===== src/rtl/gray_pkg.sv =====
// Shared types and constants for the Gray-code counter slice.
package gray_pkg;

  // Default code width when the instantiating level does not override it.
  localparam int GRAY_WIDTH_DEFAULT = 8;

  // Output-side handshake state: IDLE has no code on offer, VALID holds one.
  typedef enum logic {
    IDLE  = 1'b0,
    VALID = 1'b1
  } state_t;

endpackage : gray_pkg


===== src/rtl/binary_to_gray.sv =====
// Combinational binary-to-Gray conversion, one XOR level deep.
module binary_to_gray #(
  parameter int WIDTH = gray_pkg::GRAY_WIDTH_DEFAULT
) (
  input  logic [WIDTH-1:0] bin,
  output logic [WIDTH-1:0] gray
);

  // Each Gray bit is the XOR of adjacent binary bits; the top bit passes through.
  always_comb begin
    gray = bin ^ (bin >> 1);
  end

endmodule : binary_to_gray


===== src/rtl/gray_counter.sv =====
// Up/down binary counter with a registered Gray-code output and a
// valid/ready handshake towards a downstream Gray-to-binary stage.
module gray_counter
  import gray_pkg::*;
#(
  parameter int WIDTH = GRAY_WIDTH_DEFAULT
) (
  input  logic             clk,
  input  logic             rst,
  input  logic             en,
  input  logic             up_dn,
  input  logic             load,
  input  logic [WIDTH-1:0] load_bin,
  output logic [WIDTH-1:0] gray_code,
  output logic             gray_valid,
  input  logic             gray_ready,
  output logic             wrap
);

  localparam logic [WIDTH-1:0] ONE     = WIDTH'(1);
  localparam logic [WIDTH-1:0] ALL_ONE = '1;

  state_t           state, state_next;
  logic [WIDTH-1:0] count, count_next;
  logic [WIDTH-1:0] gray_next;
  logic             wrap_next;
  logic             update_slot;

  // A new value may be taken when nothing is on offer or the offer is consumed.
  assign update_slot = (state == IDLE) || gray_ready;

  // Next binary count and boundary detection; loads never flag a wrap.
  always_comb begin
    // NOTE: every combinationally assigned signal gets a default first so no
    // path through the if/else leaves it unassigned and infers a latch.
    count_next = count;
    wrap_next  = 1'b0;
    if (update_slot) begin
      if (load) begin
        count_next = load_bin;
      end else if (en) begin
        if (up_dn) begin
          count_next = count + ONE;
          wrap_next  = (count == ALL_ONE);
        end else begin
          count_next = count - ONE;
          wrap_next  = (count == '0);
        end
      end
    end
  end

  binary_to_gray #(.WIDTH(WIDTH)) u_b2g (
    .bin  (count_next),
    .gray (gray_next)
  );

  // State register: reset lands in IDLE with nothing on offer.
  always_ff @(posedge clk or posedge rst) begin
    // NOTE: sequential state uses non-blocking assignments so every flop
    // samples pre-edge values regardless of statement order.
    if (rst) state <= IDLE;
    else     state <= state_next;
  end

  // Next-state: any step or load offers a code; an empty slot retires it.
  always_comb begin
    state_next = state;
    if (update_slot) begin
      state_next = (load || en) ? VALID : IDLE;
    end
  end

  // Output decode: valid comes straight from the state flop, so it cannot glitch.
  always_comb begin
    gray_valid = (state == VALID);
  end

  // Datapath registers: count, presented Gray code and the one-cycle wrap pulse.
  always_ff @(posedge clk or posedge rst) begin
    if (rst) begin
      count     <= '0;
      gray_code <= '0;
      wrap      <= 1'b0;
    end else begin
      count     <= count_next;
      gray_code <= gray_next;
      wrap      <= wrap_next;
    end
  end

endmodule : gray_counter


===== config.mk =====
export PLATFORM = sky130hd
export DESIGN_NAME = gray_counter
export DESIGN_NICKNAME = d
export VERILOG_FILES = /design/src/rtl/gray_pkg.sv /design/src/rtl/binary_to_gray.sv /design/src/rtl/gray_counter.sv
export SDC_FILE = /design/constraint.sdc
export NUM_CORES = 1
export LEC_CHECK = 0
export CORE_MARGIN = 2
export CORE_UTILIZATION = 55
export DETAILED_ROUTE_END_ITERATION = 8
export MAX_ROUTING_LAYER = met4
export PLACE_DENSITY_LB_ADDON = 0.08
export SETUP_SLACK_MARGIN = 0.4
export SLEW_MARGIN = 25
export SYNTH_ARGS = -nofsm -noshare
export SYNTH_HDL_FRONTEND = slang
export SYNTH_SLANG_ARGS = --single-unit

===== constraint.sdc =====
create_clock -name clk -period 5.7 [get_ports clk]
set_input_delay 1.14 -clock clk [delete_from_list [all_inputs] [get_ports clk]]
set_output_delay 1.14 -clock clk [all_outputs]
set_load 0.005 [all_outputs]

Yosys cells after proc, flatten, opt, wreduce, memory -nomap -nowiden:

Cells that the tools add are included.

* output and inout bits: 10
* register bits after elaboration: 18

* eq/ne operators: 1
* add/subtract/negate cells: 2
* bitwise logic cells: 2
* reductions and logical operators: 3
* mux-type cells: 9

Operator list (number)
* $mux 8: 4
* $add 8x1->8 const B: 1
* $eq 8x8->1 const B: 1
* $logic_not 8->1: 1
* $sub 8x1->8 const B: 1
* $xor 8x7->8: 1
* $mux 1: 5
* $logic_or 1x1->1: 2
* $not 1->1: 1

Depth between registers and ports, before layout:

Gate-level depths: netlist of run 1.

* depth in word-level cells: 6
* mapped depth: 9
* depth with buffers taken out: 9

Modules after synthesis:

From an unflattened synthesis of run 1, not the netlist that was laid out.

* cell total of the unflattened synthesis: 108
* area, all modules: 1071.0 um2

Modules (own cells, without submodules)
* gray_counter: cells an instance 100, area an instance 1002.2 um2, times used 1
* binary_to_gray: cells an instance 8, area an instance 68.8 um2, times used 1

Least setup slack after synthesis of run 1:

No wires, ideal clock.

* kind: input to register
* start point: input up_dn
* end point: register gray_code[6]
* required time: 5618 ps
* buffers on the path: 0
* setup slack: 2970 ps
* arrival time: 2648 ps
* setup time: 82 ps
* stages: 9
* cells stage by stage: inv_1 -> ha_1 -> o211ai_1 -> o21a_2 -> o211ai_2 -> mux2i_1 -> o211a_1 -> o22ai_1 -> a31oi_1

* word-level cells in the longest chain between the ends: 5

Ends and longest elaborated chain
* start, declared: RTL line gray_counter.sv:11 `input logic up_dn,`
* $mux 8: RTL line gray_counter.sv:42 `if (up_dn) begin`
* $mux 8: RTL line gray_counter.sv:41 `end else if (en) begin`
* $mux 8: RTL line gray_counter.sv:39 `if (load) begin`
* $mux 8: RTL line gray_counter.sv:38 `if (update_slot) begin`
* $xor 8x7->8: RTL line binary_to_gray.sv:11 `gray = bin ^ (bin >> 1);`
* via gray_next[6]: RTL line gray_counter.sv:25 `logic [WIDTH-1:0] gray_next;`
* end signal, assigned: RTL line gray_counter.sv:87 `gray_code <= gray_next;`
* end, declared: RTL line gray_counter.sv:14 `output logic [WIDTH-1:0] gray_code,`

The timed path passes the listed nets, and every way through them passes these cells.
A chain may end at the register's enable or synchronous reset.

Worst setup path in the final report of run 1:

Same ends and word-level chain as after synthesis.

==> results of run 1 <==
==> per-stage QoR <==
step	cells	power (uW)	setup WS, ns	utilization (%)	hold slack, ns
6_report	180	473	2.35	72.9	0.653
3_5_place_dp	176	404	2.05	71.5	0.635
4_1_cts	180	474	2.37	72.9	0.648
5_1_grt	180	503	2.20	72.9	0.708
2_1_floorplan	131	321	2.97	-	0.559
3_3_place_gp	176	398	2.14	71.5	0.634
==> registers in the layout (all words and copies together) (netlist names), named ones only <==
signal      flops
gray_valid      1
gray_code       7
count           7
wrap            1
==> Yosys cell counts, drive strengths merged, types with 2 or more instances <==
master / n / area, sq um
o211ai: 4 / 40.0
a22oi: 2 / 15.0
a31oi: 3 / 18.8
a221oi: 2 / 35.0
nor2b: 2 / 12.5
buf: 5 / 27.5
nand4: 3 / 18.8
a21oi: 10 / 57.6
o21ai: 8 / 43.8
o21a: 2 / 16.3
ha: 6 / 75.1
a211oi: 3 / 32.5
nor3: 2 / 10.0
nand3: 6 / 30.0
xor2: 4 / 35.0
dfrtp: 17 / 425
nor2: 7 / 26.3
inv: 10 / 37.5
xnor2: 7 / 61.3
nand2b: 8 / 50.1
nand2: 7 / 26.3
==> report_power, final <==
part / switching [uW] / internal (uW)
Combinational: 106 / 119
Clock: 44.0 / 26.3
Sequential: 25.8 / 152
Total: 176 / 297
==> metal layers <==
metal,part of all wire [%],vias up
li1,-,512
met1,40,500
met2,52,46
met3,6.0,5
met4,1.7,0
met5,0,-
==> worst paths after layout <==
path	from	endpoint	slack (ns)	cells after the start
max in group asynchronous	rst	async pin	4.10	2
hold reg to reg	count[6]$_DFF_PP0_	count[6]$_DFF_PP0_	0.65	2
min in group asynchronous	rst	gray_code[1]$_DFF_PP0_	1.20	2
hold / removal	count[6]$_DFF_PP0_	count[6]$_DFF_PP0_	0.65	2
setup reg to reg	count[0]$_DFF_PP0_	gray_code[5]$_DFF_PP0_	3.50	9
setup / recovery	up_dn	gray_code[6]$_DFF_PP0_	2.35	10
==> area by class of cell <==
class / count / area (sq um)
Clock buffer: 3 / 22.5
Clock inverter: 1 / 5.00
Fill cell: 167 / 548
Inverter: 10 / 37.5
Multi-Input combinational cell: 99 / 719
Sequential cell: 17 / 425
Tap cell: 27 / 33.8
Timing Repair Buffer: 23 / 230
==> logic make-up (layout without fill, tap and decap cells) <==
group                      Yosys count  in the layout  share of synthesized area, %
DFF                                 17             17                          35.2
adders and majority gates            7              7                          7.86
AOI/OAI and AO/OA                   40             40                          25.8
xor gates and xnor gates            11             11                          7.96
muxes                                1              1                         0.827
and+or+nand+nor                     40             40                          17.1
buffers and inverters               15             37                          5.38
==> critical path, stage by stage <==
cell and delay, ns:
clkdlybuf4s50_1 0.62, inv_1 0.20, ha_1 0.42, o211ai_1 0.15
o21a_2 0.25, o211ai_2 0.18, mux2i_1 0.20, o211a_1 0.19
o22ai_1 0.08, a31oi_1 0.16
==> flow_summary.json, run 1 <==
{
  "hp-class": "reg2reg",
  "worst_setup_path_start_kind": "input pin",
  "max-cap-violations": 0,
  "report.final.slew_viol_count": 0,
  "fin_worst_skew_ns": 0.00361,
  "antenna_found_initial": 0,
  "die_h_um": 50.9,
  "finalNetCount": 175,
  "insertion_delay_ns": 0.31,
  "ant_nets": 0,
  "postPlaceCellArea_sq_um": 1450,
  "syn-instance-count": 131,
  "cts_root_buf": "clkbuf_4",
  "ys_seq_area_share_pct": 35.2,
  "syn_to_final_growth_pct": 21.8,
  "drtIter0Drc": 31,
  "p_leak_uw": 0.000617,
  "crit_path_end_kind": "flip-flop",
  "post-route-period-util_pct": 58.7,
  "setup-violations-final": 0,
  "layout-drive-gt1-share_pct": 9.15,
  "clock_sinks": 17,
  "grt_pass1_vias": 1018,
  "num_vias": 1063,
  "cp.arrival_ns": 3.58,
  "cts_setup_buffers": 0,
  "grt_util_met2_pct": 40.5,
  "ys_async_sr_fraction_pct": 100,
  "cp_data_required_time_ns": 5.94,
  "dieArea_sq_um": 2590,
  "top_usage_layer": "met2",
  "final_common_cell": "clkdlybuf4s50_1",
  "ys_ff_latch": 17,
  "ctsHoldBuffers": 0,
  "pwr_density_cell_nw_per_um2": 321,
  "postLayoutCellArea_sq_um": 1470,
  "crit_type": "in2reg",
  "rsz0062_at_grt": "no",
  "relSlewSlack_pct": 47.8,
  "worst_pin_slew_ns": 0.782,
  "grt_first_pass_wirelength_mm": 4.34,
  "grt-ovfl-total": 0,
  "drc": 0,
  "cts_buffers": 3,
  "initial_utilization_pct": 59.8,
  "clockBufferDepth": 2,
  "core_region_area_sq_um": 2020,
  "final_cell_mix": "clkdlybuf4s50_1 (23), dfrtp_1 (17), inv_1 (10), nand2b_1 (8), a21oi_1 (8)",
  "cts_tree": "built",
  "ys_warn_count": 0,
  "ios": 24,
  "viasPerCell": 5.91,
  "grt_start_max_net_pins": 18,
  "max_freq_mhz": 299,
  "htree_levels": 1,
  "period_minus_slack_ns": 3.35,
  "synth_cell_types": 42,
  "status": "complete, no violations",
  "place_hpwl_mm": 1.98,
  "clk_pin_slew_ns": 0.10,
  "drtPass1Iterations": 4,
  "die_width_um": 50.9,
  "gp_congestion": 0.960,
  "hold_viol_final": 0,
  "syn_area_per_cell_sq_um": 9.24,
  "diodes": 0,
  "use_met1_pct": 26.6,
  "synth_ff_type": "dfrtp_1",
  "finalSetupTns_ns": 0,
  "cp_max_fo": 7,
  "cts_resized": 0,
  "grt_use_met3_pct": 2.63,
  "wirelength_mm": 2.62,
  "synth_area_sq_um": 1210,
  "io_buffers": 23,
  "fp-row-count": 16,
  "synth_edf_count": 0,
  "synth_fp_nets": 152,
  "ir_worst_vdd_uv": 257,
  "wl_per_cell_um": 14.5,
  "grt_usage_pct": 23.1
}
(Power assumes the default switching activity.)
==> inputs of run 2 (changes only) <==
Settings changed: CORE_UTILIZATION 55 to 51.
Clock period 5.7 ns to 3.3 ns, I/O delays scaled along.
==> run 2 against run 1 <==
Compared with the run above: via count is 0.56% lower; global-route usage is 0.25 points lower; core utilization fell by 5.8 points; worst setup slack got worse by 1.7 ns; combinational power grew 73%; sequential cell count stayed put; clock-buffer cell count is the same; critical path type unchanged; non-clock buffer count up 3; sequential power grew 73%; cell count up 2.2%.
==> flow_summary.json, run 2 (synthesized netlist as in run 1, its figures left out) <==
{
  "hold_start": "count[6]$_DFF_PP0_",
  "layout-drive-gt1-share_pct": 10.9,
  "core_region_area_sq_um": 2230,
  "num_vias": 1057,
  "fp-row-count": 17,
  "ant_nets": 0,
  "p_leak_uw": 0.000632,
  "p_comb_share_pct": 47.9,
  "cts_buffers": 3,
  "antenna_found_initial": 0,
  "power_uw": 814,
  "max-cap-violations": 0,
  "crit_path_end_kind": "flip-flop",
  "status": "complete, no violations",
  "syn_to_final_growth_pct": 23.8,
  "hold_viol_final": 0,
  "viasPerCell": 5.74,
  "final_common_cell": "clkdlybuf4s50_1",
  "finalSetupTns_ns": 0,
  "cp_max_fo": 7,
  "rrSetupSlack_ns": 1.10,
  "io_buffers": 23,
  "final_core_util_pct": 67.1,
  "postLayoutCellArea_sq_um": 1500,
  "cts_setup_buffers": 0,
  "cts_resized": 0,
  "grt_first_pass_wirelength_mm": 4.50,
  "cts_tree": "built",
  "cp_slowest_cell": "clkdlybuf4s50_1",
  "critical_path.max_stage_delay_ns": 0.47,
  "period_minus_slack_ns": 2.62,
  "drc": 0,
  "wl_per_cell_um": 14.7,
  "fillCellCount": 192,
  "die_h_um": 52.7,
  "r2r_start": "count[0]$_DFF_PP0_",
  "regArea_sq_um": 425,
  "finalNetCount": 178,
  "cts_root_buf": "clkbuf_4",
  "clk_pin_slew_ns": 0.11,
  "grt_pass1_vias": 981,
  "crit_type": "in2reg",
  "worst_setup_path_start_kind": "input pin",
  "place_hpwl_mm": 2.01,
  "max_freq_mhz": 381,
  "pwr-share-clk_pct": 14.3,
  "pwr_density_cell_nw_per_um2": 543,
  "final_cell_mix": "clkdlybuf4s50_1 (23), dfrtp_1 (17), inv_1 (10), nand2b_1 (8), a21oi_1 (8)",
  "die_width_um": 52.7,
  "rsz0062_at_grt": "no",
  "relSlewSlack_pct": 55.6,
  "htree_levels": 1,
  "clock_sinks": 17,
  "worst_pin_slew_ns": 0.665,
  "cp_num_buf_inv": 2,
  "diodes": 0,
  "grt-ovfl-total": 0,
  "p_sw_uw": 300,
  "ctsHoldBuffers": 0,
  "postPlaceCellArea_sq_um": 1470,
  "drtPass1Iterations": 6,
  "cp.arrival_ns": 2.85,
  "crit_family": "compound AO/OA/AOI/OAI gates",
  "setup-violations-final": 0,
  "insertion_delay_ns": 0.29,
  "clockBufferDepth": 2,
  "sw_frac_of_total_pct": 36.8,
  "path_cells": "clkdlybuf4s50_1, inv_1, ha_1, o211ai_1, o21a_2, o211ai_2, mux2i_1, o211a_1, o22ai_1, a31oi_1",
  "dieArea_sq_um": 2780,
  "setup.worst_path.start": "up_dn",
  "ir_worst_vdd_uv": 372,
  "grt_start_max_net_pins": 18,
  "fin_worst_skew_ns": 0.00519,
  "reg_top3": "count (7), gray_code (7)",
  "multi_input_area_sq_um": 719,
  "post-route-period-util_pct": 79.5,
  "report.final.slew_viol_count": 0,
  "drtIter0Drc": 24,
  "gp_congestion": 0.896,
  "cp_data_required_time_ns": 3.52,
  "ios": 24,
  "wirelength_mm": 2.71,
  "initial_utilization_pct": 54.2,
  "hp-class": "reg2reg",
  "seq_power_share_pct": 37.8,
  "grt_usage_pct": 22.9,
  "intPower_uw": 514
}
run 2: changes by cell type in the layout (fill, tap and decap cells not counted):
cell	previous run	this run
buf_4	0	3
run 2: worst paths after layout:
path,cells past startpoint,end
worst min register to register,2,count[6]$_DFF_PP0_
max in group asynchronous,2,gray_code[1]$_DFF_PP0_
worst min-delay path,2,count[6]$_DFF_PP0_
worst max-delay path,10,gray_code[6]$_DFF_PP0_
min in group asynchronous,2,gray_code[6]$_DFF_PP0_
worst max register to register,9,gray_code[5]$_DFF_PP0_
run 2: worst min-delay path, stage by stage (launching register included):
cell and delay [ns]:
dfrtp_1 0.48, nand2_1 0.09, nand2_1 0.05
run 2: power groups by stage:
stage / combinational (uW) / sequential (uW) / clock (uW)
finish: 390 / 307 / 117
global placement: 380 / 310 / 0
floorplan: 249 / 305 / 0
global route: 433 / 315 / 129
CTS: 391 / 307 / 118
detailed placement: 388 / 312 / 0
run 2: per-stage QoR:
step | setup WS, ns | hold WS [ns] | std cells
3_5_place_dp | 0.393 | 0.648 | 180
2_1_floorplan | 1.05 | 0.559 | 131
3_3_place_gp | 0.462 | 0.633 | 180
4_1_cts | 0.690 | 0.653 | 184
5_1_grt | 0.452 | 0.708 | 184
6_report | 0.675 | 0.654 | 184
run 2: layout make-up:
class,count,share of cell area [%]
multi-input cells,99,48.0
clock buffers,3,1.50
inverters,10,2.51
flip-flops and latches,17,28.4
well taps,28,2.34
repair buffers,26,16.9
clock inverters,1,0.334
run 2: metal layers:
metal  track usage (%)  vias up  share of wire [%]
li1                  -      526                  -
met4              7.26        0               0.52
met3              3.71        2                4.0
met5                 -        -                  0
met1              29.1      502                 46
met2              37.3       27                 49
